$ cat config.mk
export PLATFORM = sky130hd
export DESIGN_NAME = lcd_hd44780_bus
export DESIGN_NICKNAME = d
export VERILOG_FILES = /design/src/rtl/lcd_hd44780_bus.sv
export SDC_FILE = /design/constraint.sdc
export NUM_CORES = 1
export LEC_CHECK = 0
export CAP_MARGIN = 20
export CORE_ASPECT_RATIO = 1.4
export CORE_MARGIN = 5
export CORE_UTILIZATION = 40
export DETAILED_ROUTE_END_ITERATION = 6
export SLEW_MARGIN = 20
export SYNTH_ARGS = -nofsm -noshare
export SYNTH_HDL_FRONTEND = slang
export SYNTH_SLANG_ARGS = --single-unit
$ cat constraint.sdc
create_clock -name clk -period 3.3 [get_ports clk]
set_input_delay 0.33 -clock clk [delete_from_list [all_inputs] [get_ports clk]]
set_output_delay 0.33 -clock clk [all_outputs]
set_load 0.03 [all_outputs]
$ cat src/rtl/lcd_hd44780_bus.sv
// HD44780 4-bit write-only bus driver. It runs the power-up init sequence itself,
// then sends one byte per accepted write as two nibbles followed by an execution wait.
module lcd_hd44780_bus #(
    parameter int unsigned EN_HIGH_CYC    = 12,
    parameter int unsigned NIBBLE_GAP_CYC = 27,
    parameter int unsigned CMD_WAIT_CYC   = 1100,
    parameter int unsigned CLEAR_WAIT_CYC = 44000,
    parameter int unsigned POWERUP_CYC    = 405000,
    parameter int unsigned INIT_WAIT_CYC  = 111000
) (
    input  logic       clk,
    input  logic       rst,
    input  logic [7:0] data_in,
    input  logic       write_enable,
    input  logic       cmd_data_select,
    output logic       busy,
    output logic       init_done,
    output logic       lcd_rs,
    output logic       lcd_rw,
    output logic       lcd_en,
    output logic [3:0] lcd_data
);

    // A zero-length parameter still occupies one cycle.
    localparam int unsigned EN_LEN    = (EN_HIGH_CYC    == 0) ? 1 : EN_HIGH_CYC;
    localparam int unsigned GAP_LEN   = (NIBBLE_GAP_CYC == 0) ? 1 : NIBBLE_GAP_CYC;
    localparam int unsigned CMD_LEN   = (CMD_WAIT_CYC   == 0) ? 1 : CMD_WAIT_CYC;
    localparam int unsigned CLEAR_LEN = (CLEAR_WAIT_CYC == 0) ? 1 : CLEAR_WAIT_CYC;
    localparam int unsigned PWR_LEN   = (POWERUP_CYC    == 0) ? 1 : POWERUP_CYC;
    localparam int unsigned INIT_LEN  = (INIT_WAIT_CYC  == 0) ? 1 : INIT_WAIT_CYC;

    localparam int unsigned MAX_A   = (EN_LEN > GAP_LEN) ? EN_LEN : GAP_LEN;
    localparam int unsigned MAX_B   = (CMD_LEN > CLEAR_LEN) ? CMD_LEN : CLEAR_LEN;
    localparam int unsigned MAX_C   = (PWR_LEN > INIT_LEN) ? PWR_LEN : INIT_LEN;
    localparam int unsigned MAX_AB  = (MAX_A > MAX_B) ? MAX_A : MAX_B;
    localparam int unsigned MAX_LEN = (MAX_AB > MAX_C) ? MAX_AB : MAX_C;
    localparam int unsigned CW      = (MAX_LEN > 1) ? $clog2(MAX_LEN) : 1;

    localparam logic [CW-1:0] EN_LAST    = CW'(EN_LEN - 1);
    localparam logic [CW-1:0] GAP_LAST   = CW'(GAP_LEN - 1);
    localparam logic [CW-1:0] CMD_LAST   = CW'(CMD_LEN - 1);
    localparam logic [CW-1:0] CLEAR_LAST = CW'(CLEAR_LEN - 1);
    localparam logic [CW-1:0] PWR_LAST   = CW'(PWR_LEN - 1);
    localparam logic [CW-1:0] INIT_LAST  = CW'(INIT_LEN - 1);

    typedef enum logic [2:0] {
        S_POWERUP = 3'd0,
        S_IDLE    = 3'd1,
        S_SETUP   = 3'd2,
        S_PULSE   = 3'd3,
        S_GAP     = 3'd4,
        S_WAIT    = 3'd5
    } state_t;

    // Steps 0-2 are the 0x3 nibbles, step 3 the 0x2 nibble, steps 4-7 full command bytes.
    function automatic logic [7:0] init_byte(input logic [2:0] step);
        logic [7:0] b;
        case (step)
            3'd0, 3'd1, 3'd2: b = 8'h03;
            3'd3:             b = 8'h02;
            3'd4:             b = 8'h28;
            3'd5:             b = 8'h0C;
            3'd6:             b = 8'h06;
            3'd7:             b = 8'h01;
            default:          b = 8'h00;
        endcase
        return b;
    endfunction

    function automatic logic is_clear_cmd(input logic [7:0] b);
        return (b == 8'h01) || (b == 8'h02) || (b == 8'h03);
    endfunction

    state_t        state_q, state_d;
    logic [CW-1:0] cnt_q, cnt_d;
    logic [2:0]    step_q, step_d;
    logic          in_init_q, in_init_d;
    logic          single_q, single_d;
    logic          nib_hi_q, nib_hi_d;
    logic [7:0]    byte_q, byte_d;
    logic          busy_q, busy_d;
    logic          init_done_q, init_done_d;
    logic          lcd_rs_q, lcd_rs_d;
    logic          lcd_en_q, lcd_en_d;
    logic [3:0]    lcd_data_q, lcd_data_d;

    logic [CW-1:0] cnt_inc_s;
    logic [CW-1:0] wait_last_s;
    logic [2:0]    start_step_s;
    logic [7:0]    start_byte_s;
    logic          start_single_s;

    // Next-state, counter and registered-output computation.
    always_comb begin
        state_d     = state_q;
        cnt_d       = cnt_q;
        step_d      = step_q;
        in_init_d   = in_init_q;
        single_d    = single_q;
        nib_hi_d    = nib_hi_q;
        byte_d      = byte_q;
        busy_d      = busy_q;
        init_done_d = init_done_q;
        lcd_rs_d    = lcd_rs_q;
        lcd_data_d  = lcd_data_q;
        lcd_en_d    = 1'b0;
        cnt_inc_s   = cnt_q + CW'(1);

        if (single_q) begin
            if (step_q < 3'd3) begin
                wait_last_s = INIT_LAST;
            end else begin
                wait_last_s = CMD_LAST;
            end
        end else if (!lcd_rs_q && is_clear_cmd(byte_q)) begin
            wait_last_s = CLEAR_LAST;
        end else begin
            wait_last_s = CMD_LAST;
        end

        if (state_q == S_POWERUP) begin
            start_step_s = 3'd0;
        end else begin
            start_step_s = step_q + 3'd1;
        end
        start_byte_s   = init_byte(start_step_s);
        start_single_s = (start_step_s < 3'd4);

        case (state_q)
            S_POWERUP: begin
                if (cnt_q == PWR_LAST) begin
                    state_d  = S_SETUP;
                    cnt_d    = '0;
                    step_d   = start_step_s;
                    byte_d   = start_byte_s;
                    single_d = start_single_s;
                    nib_hi_d = !start_single_s;
                    lcd_rs_d = 1'b0;
                    if (start_single_s) begin
                        lcd_data_d = start_byte_s[3:0];
                    end else begin
                        lcd_data_d = start_byte_s[7:4];
                    end
                end else begin
                    cnt_d = cnt_inc_s;
                end
            end
            S_IDLE: begin
                if (write_enable && !busy_q) begin
                    state_d    = S_SETUP;
                    cnt_d      = '0;
                    byte_d     = data_in;
                    single_d   = 1'b0;
                    nib_hi_d   = 1'b1;
                    busy_d     = 1'b1;
                    lcd_rs_d   = cmd_data_select;
                    lcd_data_d = data_in[7:4];
                end else begin
                    state_d = S_IDLE;
                end
            end
            S_SETUP: begin
                state_d  = S_PULSE;
                cnt_d    = '0;
                lcd_en_d = 1'b1;
            end
            S_PULSE: begin
                if (cnt_q == EN_LAST) begin
                    cnt_d = '0;
                    if (single_q || !nib_hi_q) begin
                        state_d = S_WAIT;
                    end else begin
                        state_d = S_GAP;
                    end
                end else begin
                    cnt_d    = cnt_inc_s;
                    lcd_en_d = 1'b1;
                end
            end
            S_GAP: begin
                // Low nibble is driven on its own setup cycle, so the high nibble holds through the gap.
                if (cnt_q == GAP_LAST) begin
                    state_d    = S_SETUP;
                    cnt_d      = '0;
                    nib_hi_d   = 1'b0;
                    lcd_data_d = byte_q[3:0];
                end else begin
                    cnt_d = cnt_inc_s;
                end
            end
            S_WAIT: begin
                if (cnt_q == wait_last_s) begin
                    cnt_d = '0;
                    if (in_init_q && (step_q != 3'd7)) begin
                        state_d  = S_SETUP;
                        step_d   = start_step_s;
                        byte_d   = start_byte_s;
                        single_d = start_single_s;
                        nib_hi_d = !start_single_s;
                        if (start_single_s) begin
                            lcd_data_d = start_byte_s[3:0];
                        end else begin
                            lcd_data_d = start_byte_s[7:4];
                        end
                    end else begin
                        state_d     = S_IDLE;
                        in_init_d   = 1'b0;
                        busy_d      = 1'b0;
                        init_done_d = 1'b1;
                    end
                end else begin
                    cnt_d = cnt_inc_s;
                end
            end
            default: begin
                state_d = S_POWERUP;
                cnt_d   = '0;
            end
        endcase
    end

    // State and output registers; reset aborts any transfer and restarts init.
    always_ff @(posedge clk or posedge rst) begin
        if (rst) begin
            state_q     <= S_POWERUP;
            cnt_q       <= '0;
            step_q      <= 3'd0;
            in_init_q   <= 1'b1;
            single_q    <= 1'b0;
            nib_hi_q    <= 1'b0;
            byte_q      <= 8'h00;
            busy_q      <= 1'b1;
            init_done_q <= 1'b0;
            lcd_rs_q    <= 1'b0;
            lcd_en_q    <= 1'b0;
            lcd_data_q  <= 4'h0;
        end else begin
            state_q     <= state_d;
            cnt_q       <= cnt_d;
            step_q      <= step_d;
            in_init_q   <= in_init_d;
            single_q    <= single_d;
            nib_hi_q    <= nib_hi_d;
            byte_q      <= byte_d;
            busy_q      <= busy_d;
            init_done_q <= init_done_d;
            lcd_rs_q    <= lcd_rs_d;
            lcd_en_q    <= lcd_en_d;
            lcd_data_q  <= lcd_data_d;
        end
    end

    assign busy      = busy_q;
    assign init_done = init_done_q;
    assign lcd_rs    = lcd_rs_q;
    assign lcd_rw    = 1'b0;
    assign lcd_en    = lcd_en_q;
    assign lcd_data  = lcd_data_q;

endmodule

==> results of run 1 <==
==> layout make-up <==
class	instances	share of cell area (%)
Inverter	12	1.402
Timing Repair Buffer	28	8.022
Clock buffer	8	2.804
Multi-Input combinational cell	240	49.73
Sequential cell	44	34.35
Tap cell	95	3.699
==> sequential cells by signal, summed over array words and instances (netlist names) <==
| name | count |
|---|---|
| cnt_q | 19 |
| lcd_data | 4 |
| byte_q | 8 |
| lcd_en | 1 |
| nib_hi_q | 1 |
| init_done | 1 |
| state_q | 3 |
| step_q | 3 |
| in_init_q | 1 |
| busy | 1 |
| lcd_rs | 1 |
| single_q | 1 |
==> kinds of logic (layout without fill, tap and decap cells) <==
logic type / Yosys count / after routing
AND/OR/NAND/NOR: 138 / 138
AO/OA/AOI/OAI: 68 / 68
flip-flops: 44 / 44
buffers and inverters: 31 / 48
multiplexers: 21 / 21
adder cells (fa/ha/maj): 7 / 7
XOR/XNOR: 5 / 5
other: 1 / 1
==> synthesized netlist by cell type (all sizes together) (3+ instances only) <==
cell type	count	share of area [%]
dfrtp	42	37
nand2	36	4.8
nor2	22	2.9
o21ai	21	3.7
mux2	17	7.8
clkbuf	15	2.0
nor3	15	2.8
nand3	14	2.5
inv	12	1.6
o31ai	11	2.9
and2	7	1.5
and3	7	1.5
ha	7	3.1
nor4	7	2.0
a21oi	6	1.1
a21o	5	1.3
nand2b	5	1.1
or4	5	1.5
buf	4	0.97
mux2i	4	1.4
o22ai	4	0.89
xnor2	4	1.2
nand3b	3	0.80
nor2b	3	0.66
nor4b	3	0.93
o311ai	3	0.93
or2	3	0.66
==> placed cells by master (no fill, tap or decap), drive strengths merged, types with 3 or more instances in the layout <==
| cell type | synthesis | final |
|---|---|---|
| mux2 | 17 | 17 |
| nand2b | 5 | 5 |
| clkbuf | 15 | 8 |
| nor4 | 7 | 7 |
| o311ai | 3 | 3 |
| o31ai | 11 | 11 |
| nor3 | 15 | 15 |
| ha | 7 | 7 |
| a21o | 5 | 5 |
| nand3 | 14 | 14 |
| or4 | 5 | 5 |
| or2 | 3 | 3 |
| nor4b | 3 | 3 |
| a21oi | 6 | 6 |
| inv | 12 | 12 |
| nand3b | 3 | 3 |
| o21ai | 21 | 21 |
| nor2b | 3 | 3 |
| nand2 | 36 | 36 |
| mux2i | 4 | 4 |
| nor2 | 22 | 22 |
| xnor2 | 4 | 4 |
| and3 | 7 | 7 |
| and2 | 7 | 7 |
| dfrtp | 42 | 42 |
| clkdlybuf4s50 | 0 | 19 |
| buf | 4 | 9 |
| o22ai | 4 | 4 |
==> power groups by stage <==
| stage | logic [W] | clock network, W | registers, W |
|---|---|---|---|
| 2_1_floorplan | 0.0000125 | 0 | 0.000552 |
| 3_3_place_gp | 0.0000311 | 0 | 0.000551 |
| 3_5_place_dp | 0.0000311 | 0 | 0.000551 |
| 4_1_cts | 0.0000314 | 0.000372 | 0.000540 |
| 5_1_grt | 0.0000338 | 0.000391 | 0.000540 |
| 6_report | 0.0000300 | 0.000359 | 0.000540 |
==> how the worst max path moves through the flow <==
stage                     end  slack [ns]  depth (start not counted)
global route        byte_q[5]       0.005                          7
finish              byte_q[0]        0.09                          7
global placement    cnt_q[10]        0.06                          8
detailed placement  byte_q[3]        0.08                          7
CTS                 byte_q[0]        0.06                          7
floorplan           byte_q[0]        0.25                          7
==> timing repair <==
| action | CTS | global route |
|---|---|---|
| resized for setup | 0 | 0 |
| endpoints found under the setup margin | 0 | 8 |
| buffers inserted | 0 | 0 |
==> layer usage <==
metal	share of wire (%)	routed length, um	up-vias	GRT usage [%]
met5	0	0	-	0
met4	3.5	246	0	8.333
met3	2.4	167	16	2.705
met2	52	3724	39	30.67
met1	42	2965	1175	19.82
li1	-	-	1169	-
==> stage by stage <==
stage / utilization (%) / cells / setup WS, ns
floorplan: - / 315 / 0.2471
global placement: 44.95 / 419 / 0.06383
detailed placement: 45.02 / 419 / 0.08248
CTS: 46.32 / 427 / 0.06056
global route: 46.32 / 427 / 0.004943
finish: 46.32 / 427 / 0.09016
==> worst max-delay path, cell delays in order, from the launching register on <==
cell and delay (ns):
sky130_fd_sc_hd__dfrtp_1 0.41, sky130_fd_sc_hd__or4_1 0.60, sky130_fd_sc_hd__or4_1 0.52, sky130_fd_sc_hd__a221oi_2 0.36
sky130_fd_sc_hd__o2bb2ai_1 0.17, sky130_fd_sc_hd__or4_1 0.53, sky130_fd_sc_hd__buf_4 0.21, sky130_fd_sc_hd__mux2_4 0.30
==> out/results.txt, run 1 <==
After detailed placement, the total cell area comes to 0.003123 mm2. The number of synthesized flops with an enable pin works out to 0. The core outline area is 0.006937 mm2.

The tools report the setup slack of the worst register-to-register path as 0.09 ns. The first detailed-routing pass took 4 iterations. The run gives 0 as the initial antenna violation count. STA classifies the critical path startpoint as a register. For the number of distinct library cell variants in the gate-level netlist after synthesis, the log shows 55.

In this run the critical register-to-register path is captured at byte_q[0]. Of the total power, combinational logic draws 3.2%. The worst hold path stage count was 1; the number of nets still failing antenna checks after routing was 0.

In the final layout, the multi-input gates occupy 0.001598 mm2. In the synthesized netlist the dominant register cell turns out to be sky130_fd_sc_hd__dfrtp_1. Measured in cells, the most critical reg-to-reg path has a length of 7.

In this run the critical register-to-register path is launched from byte_q[3]. The clock tree synthesis step divided the H-tree into 2 levels. The critical-path maximum fanout is 9. Main combinational cell family by area after synthesis: simple AND/OR/NAND/NOR gates.

The number of sinks on the clock net was 44. The endpoint arrival time on the critical path is 3.40 ns, and the signed area change from the synthesized netlist to the final layout is 13.73%. The smallest clock period supported by the final layout is computed as 3.210 ns. Dividing the detail-routed wire length by the instance count gives 16.63 um.

The final number of max-transition violations came out at 0. Setup repair after global routing left no endpoint under its margin. 21 I/O pins were placed. The final critical path takes up 97.27% of the cycle. Once layout is done, the placed cells without fillers occupy 0.003213 mm2. The cell at the root of the clock tree was sky130_fd_sc_hd__clkbuf_8.

Dividing the synthesized area by the synthesized cell count gives 8.969 um2. Across the VDD grid, the largest voltage drop is 0.1718 mV. The count of port buffers added during placement is 19. The critical path in this run is classified as register to register. The critical path starts at byte_q[3]. The logs give 0.0002053 W for the switching power and 5 for the number of clock buffers inserted by TritonCTS. Using the TritonRoute via totals, the vias-per-cell ratio works out to 5.618.

Synthesis handed over a netlist of 315 instances. After detailed routing, the total wire length is 7.103 mm. Net switching is 22.10% of the power.

The total overflow left after global routing is 0. The simple-gate share of the synthesized area was 25.78%. Setup violations remaining at the end of the flow were counted as 0. TritonCTS built the clock tree. The completed layout was analyzed and its total power is 0.0009291 W.

For hold timing, the worst endpoint is init_done. The share of flip-flops with an asynchronous set or reset after synthesis was 100.0%. The final setup TNS came out at 0 ns.

Largest net degree at the start of global routing: 45. The net count after synthesis was 334. For this run, the register share of the synthesized area comes to 39.06%.

At the end of routability-driven placement, the weighted congestion stood at 0.9318. The run finished with clean final reports. Timing would allow up to 311.5 MHz. The portion of synthesized area spent on multiplexers is 9.256%.

After clock tree synthesis, the clock-pin slew on the worst setup and hold paths is 0.09 ns. The part of the power in registers is 58.1%, and the overall via count from detail_route is 2399. The clock arrives with 0.01193 ns of skew. The run gives 0 as the count of warnings emitted by yosys. The worst setup path is captured at a register. Total of fill cells in the finished design: 716. In the final layout, the share of cells above drive strength 1 is 13.25%. The buffer depth of the longest clock path came out at 2.

The vertical extent of the die is 109.4 um, and the number of placement rows is 36. The number of hold-slack violations in the final timing report came out at 0. The transition time at the pin with the least slew margin works out to 0.9236 ns.

The complex-gate fraction of the synthesized area was 16.56%. The area of the die was 0.008868 mm2; the sequential standard cell area was 0.001104 mm2. Across every metal layer, demand over resource in global routing totals 17.24%. The number of global-route vias before repair was 2363; the flip-flop and latch count after synthesis was 44.

Power density over the cells: 289.2 mW/mm2. In the final design database the tool counted 350 nets. 0 antenna diodes ended up in the layout. The startpoint of the most critical hold path is init_done.

Cell internal power was estimated by the tool at 0.0007237 W. Width of the die: 81.03 um. The arithmetic-cell share of the synthesized area counting full adders, half adders and majority gates was 3.100%. The max-capacitance violation count is 0, and the fraction of power consumed by the clock network is 38.6%.

For the worst setup path, the data required time is 3.49 ns. The first global-routing pass estimated 11.74 mm of wire. The HPWL after detailed placement is 5.351 mm. Leakage component of the power: 1.412 nW. The min-delay analysis places its worst path in the category register to register. Hold repair after CTS inserted 0 buffers. Once the floorplan was initialized, standard cells occupied 40.73% of the core. The xor/xnor share of the synthesized area is 1.550%, and the clock insertion delay at the later pin of the skew report is 0.31 ns. The residual DRC count was 0; the violation count after the first detailed-routing iteration was 204. The run gives 0.002825 mm2 as the summed instance area of the synthesized netlist. Measured against its own limit, the worst slew margin works out to 38.34%. On the final layout, the worst hold slack is 0.4720 ns.
Power figures use the tool's default switching activity.
==> run 2: changes to the inputs <==
Settings changed: CTS_CLUSTER_DIAMETER set to 50, GPL_ROUTABILITY_DRIVEN set to 1.
==> results of run 2 <==
No change in the layout: final DEF, timing and power equal those of run 1.
==> run 3: changes to the inputs <==
Settings changed: REMOVE_ABC_BUFFERS set to 1.
==> out/results.txt, run 3 (same netlist as run 1, synthesis figures left out) <==
The run finished with clean final reports. End of the worst register-to-register path: byte_q[6]. In the layout the commonest cells are sky130_fd_sc_hd__dfrtp_1 (42), sky130_fd_sc_hd__nand2_1 (36), sky130_fd_sc_hd__nor2_1 (22).

The final critical path time including I/O delays and setup is 3.191 ns (-0.01874 ns). TritonCTS built the clock tree. Hold path endpoint: init_done.

The tools report the maximum clock frequency as 313.4 MHz (+0.59%). The met1 routing resource usage after global routing is 20.36% (+0.54 points). The clock-pin slew on the worst setup and hold paths works out to 0.08 ns (about the same).

The origin of the worst setup path is byte_q[3]. The run gives 2 (unchanged) as the count of H-tree levels built during CTS. The period utilization came out at 96.70% (-0.57 points). The largest net degree at the start of global routing is 45 (unchanged), and the path depth of the worst reg2reg path is 7 (unchanged). For the total track usage, the log shows 18.07% (+0.83 points). The fraction of power consumed by the clock network is 42.0% (+3.4 points), and the final setup TNS is 0 ns (unchanged). Via-per-instance ratio: 5.682 (+1.1%). The run gives 0.0002050 W (-0.19%) as the switching power. The vertical extent of the die is 109.4 um (unchanged), and the detailed placement HPWL is 5.537 mm (+3.5%). The run gives 0.30 ns (about the same) as the clock insertion delay at the later pin of the skew report. The transition time at the pin with the least slew margin was 0.9146 ns (-0.008992 ns). The logs give 32.26% (+1.6 points) for the global routing usage on met2 and 4 (unchanged) for the number of detailed-routing iterations run before antenna repair. Core outline area: 0.006937 mm2 (unchanged). The tools report the residual DRC count as 0 (unchanged). The flip-flop count of the largest register, all copies and words added is 19 (unchanged), and the setup slack of the worst register-to-register path is 0.11 ns (+0.02 ns). The number of placement rows came out at 36 (unchanged). The count of port buffers added during placement was 19 (unchanged).

The run gives 351 (+0.29%) as the final layout net count. The tools report the met3 demand-to-capacity share in global routing as 2.869% (+0.16 points). The run gives 0 (unchanged) as the hold buffer count at CTS.

The max-capacitance violation count was 0 (unchanged); the signed area change from the synthesized netlist to the final layout was 15.28%. The run gives 55.0% (-3.1 points) as the part of the power in registers. The setup slack at placement was 0.1076 ns (+0.02511 ns). Area of the die: 0.008868 mm2 (unchanged). Worst voltage drop across the vdd grid: 0.1999 mV (+16%).

Width of the die: 81.03 um (unchanged). The routing layer with the top usage in global route was met2. The startpoint identified for the worst register-to-register timing path is byte_q[3].

The total of fill cells in the finished design is 712 (-0.56%), and the layout cell share with drive strength beyond 1 is 14.11% (+0.86 points). The aggregate global routing overflow is 0 (unchanged), and the number of top-level pins is 21 (unchanged). The run gives 2432 (+1.4%) as the overall via count from detail_route. The worst hold path stage count was 1 (unchanged). The routed length per instance was 17.07 um (+2.6%); the number of sinks on the clock net was 44 (unchanged). The antenna diode instance count is 0 (unchanged), and the number of placed instances with taps included is 419 (unchanged). The tools report the overall routed net length as 7.307 mm (+2.9%).

The run gives 38.94% (+0.60 points) as the normalized max-slew margin. The net switching share of the total power was 20.86% (-1.2 points). For the proportion of power drawn by combinational gates, the log shows 3.0% (-0.2 points). The internal power consumption is 0.0007775 W (+7.4%). The number of hold-slack violations in the final timing report is 0 (unchanged), and the final cell count without fillers is 428 (+0.23%). The violation count after the first detailed-routing iteration is 187 (-8.3%), and the worst setup skew after layout is 0.01103 ns (-0.0009060 ns). The number of failing setup endpoints in the final timing report was 0 (unchanged).

The path class of the tightest hold or removal check is register to register. The most common library cell in the layout ignoring fill and taps is sky130_fd_sc_hd__dfrtp_1. The leakage component of the power is 1.445 nW (+2.4%). Cell at the root of the clock tree: sky130_fd_sc_hd__clkbuf_8. For the endpoint arrival time on the critical path, the log shows 3.38 ns (-0.02 ns). Category of the worst setup path capture point: a register. The power density over the cells was 301.7 mW/mm2 (+4.3%); the number of global-route vias before repair was 2536 (+7.3%). Critical path startpoint category: a register.

The tools report the required time at the worst-slack endpoint as 3.48 ns (about the same). Initial antenna violation count: 0 (unchanged). The power consumption is 0.0009825 W (+5.7%). The number of nets still failing antenna checks after routing is 0 (unchanged), and the critical-path maximum fanout is 9 (unchanged).

For the global placement routability congestion, the log shows 0.9106 (-2.3%). The wire length of the first global-routing pass was 12.44 mm (+6.0%). The worst hold path begins at init_done. The tools report the buffer depth of the longest clock path as 2 (unchanged). Setup repair after global routing left no endpoint under its margin. The run gives 0 (unchanged) as the final number of max-transition violations. Starting utilization of the core area: 40.73% (unchanged). The run gives 5 (unchanged) as the number of clock buffers inserted by TritonCTS.

The critical path is of the register to register type. The register with the most flip-flops in the final layout is cnt_q. The tools report the minimum setup slack in the final design as 0.1089 ns (+0.01874 ns).
## run 3: cell types whose count changed in the layout (fill, tap and decap cells not counted), sizes merged
cell    previous run  this run
bufinv             0         1
clkbuf             8         6
buf                9        10
clkinv             0         1
## run 3: final cells by class
class,count,area (um2),area share [%]
clock inverter,2,35.03,1.076
multi-input combinational,240,1617,49.64
sequential,44,1104,33.88
timing repair buffer,29,265.3,8.144
tap,95,118.9,3.650
inverter,12,45.04,1.383
clock buffer,6,72.57,2.228
## run 3: worst max-delay path by stage
stage | to | slack [ns] | cells after the start
after floorplan | byte_q[3] | 0.12 | 6
after global placement | byte_q[7] | 0.17 | 7
after detailed placement | byte_q[2] | 0.11 | 7
after CTS | cnt_q[9] | 0.09 | 7
after global routing | byte_q[5] | 0.003 | 7
final | byte_q[6] | 0.11 | 7
## run 3: layer usage
| layer | up-vias | share of wire (%) |
|---|---|---|
| li1 | 1180 | - |
| met1 | 1163 | 40 |
| met2 | 65 | 53 |
| met3 | 24 | 3.3 |
| met4 | 0 | 4.2 |
| met5 | - | 0 |
## run 3: worst max-delay path, stage by stage (launching register included)
cell	delay (ns)
sky130_fd_sc_hd__dfrtp_1	0.41
sky130_fd_sc_hd__or4_1	0.60
sky130_fd_sc_hd__or4_1	0.55
sky130_fd_sc_hd__a221oi_4	0.32
sky130_fd_sc_hd__o2bb2ai_1	0.16
sky130_fd_sc_hd__or4_1	0.53
sky130_fd_sc_hd__buf_4	0.21
sky130_fd_sc_hd__mux2_4	0.30
## run 3: timing repair
item,CTS,global route
buffers inserted,0,1
gates resized for setup,0,3
setup endpoints to repair,0,9
## run 3: through the flow
stage	hold slack, ns	cell area (um2)	utilization [%]
6_report	0.4834	3257	46.95
5_1_grt	0.5076	3257	46.95
4_1_cts	0.4845	3226	46.50
3_5_place_dp	0.4636	3118	44.95
3_3_place_gp	0.4544	3118	44.95
2_1_floorplan	0.4623	2741	-
## run 3: power by group through the flow
stage | sequential (W) | combinational [W] | clock (W)
floorplan | 0.000552 | 0.0000115 | 0
global placement | 0.000551 | 0.0000313 | 0
detailed placement | 0.000551 | 0.0000310 | 0
CTS | 0.000540 | 0.0000313 | 0.000426
global route | 0.000540 | 0.0000337 | 0.000445
finish | 0.000540 | 0.0000299 | 0.000413
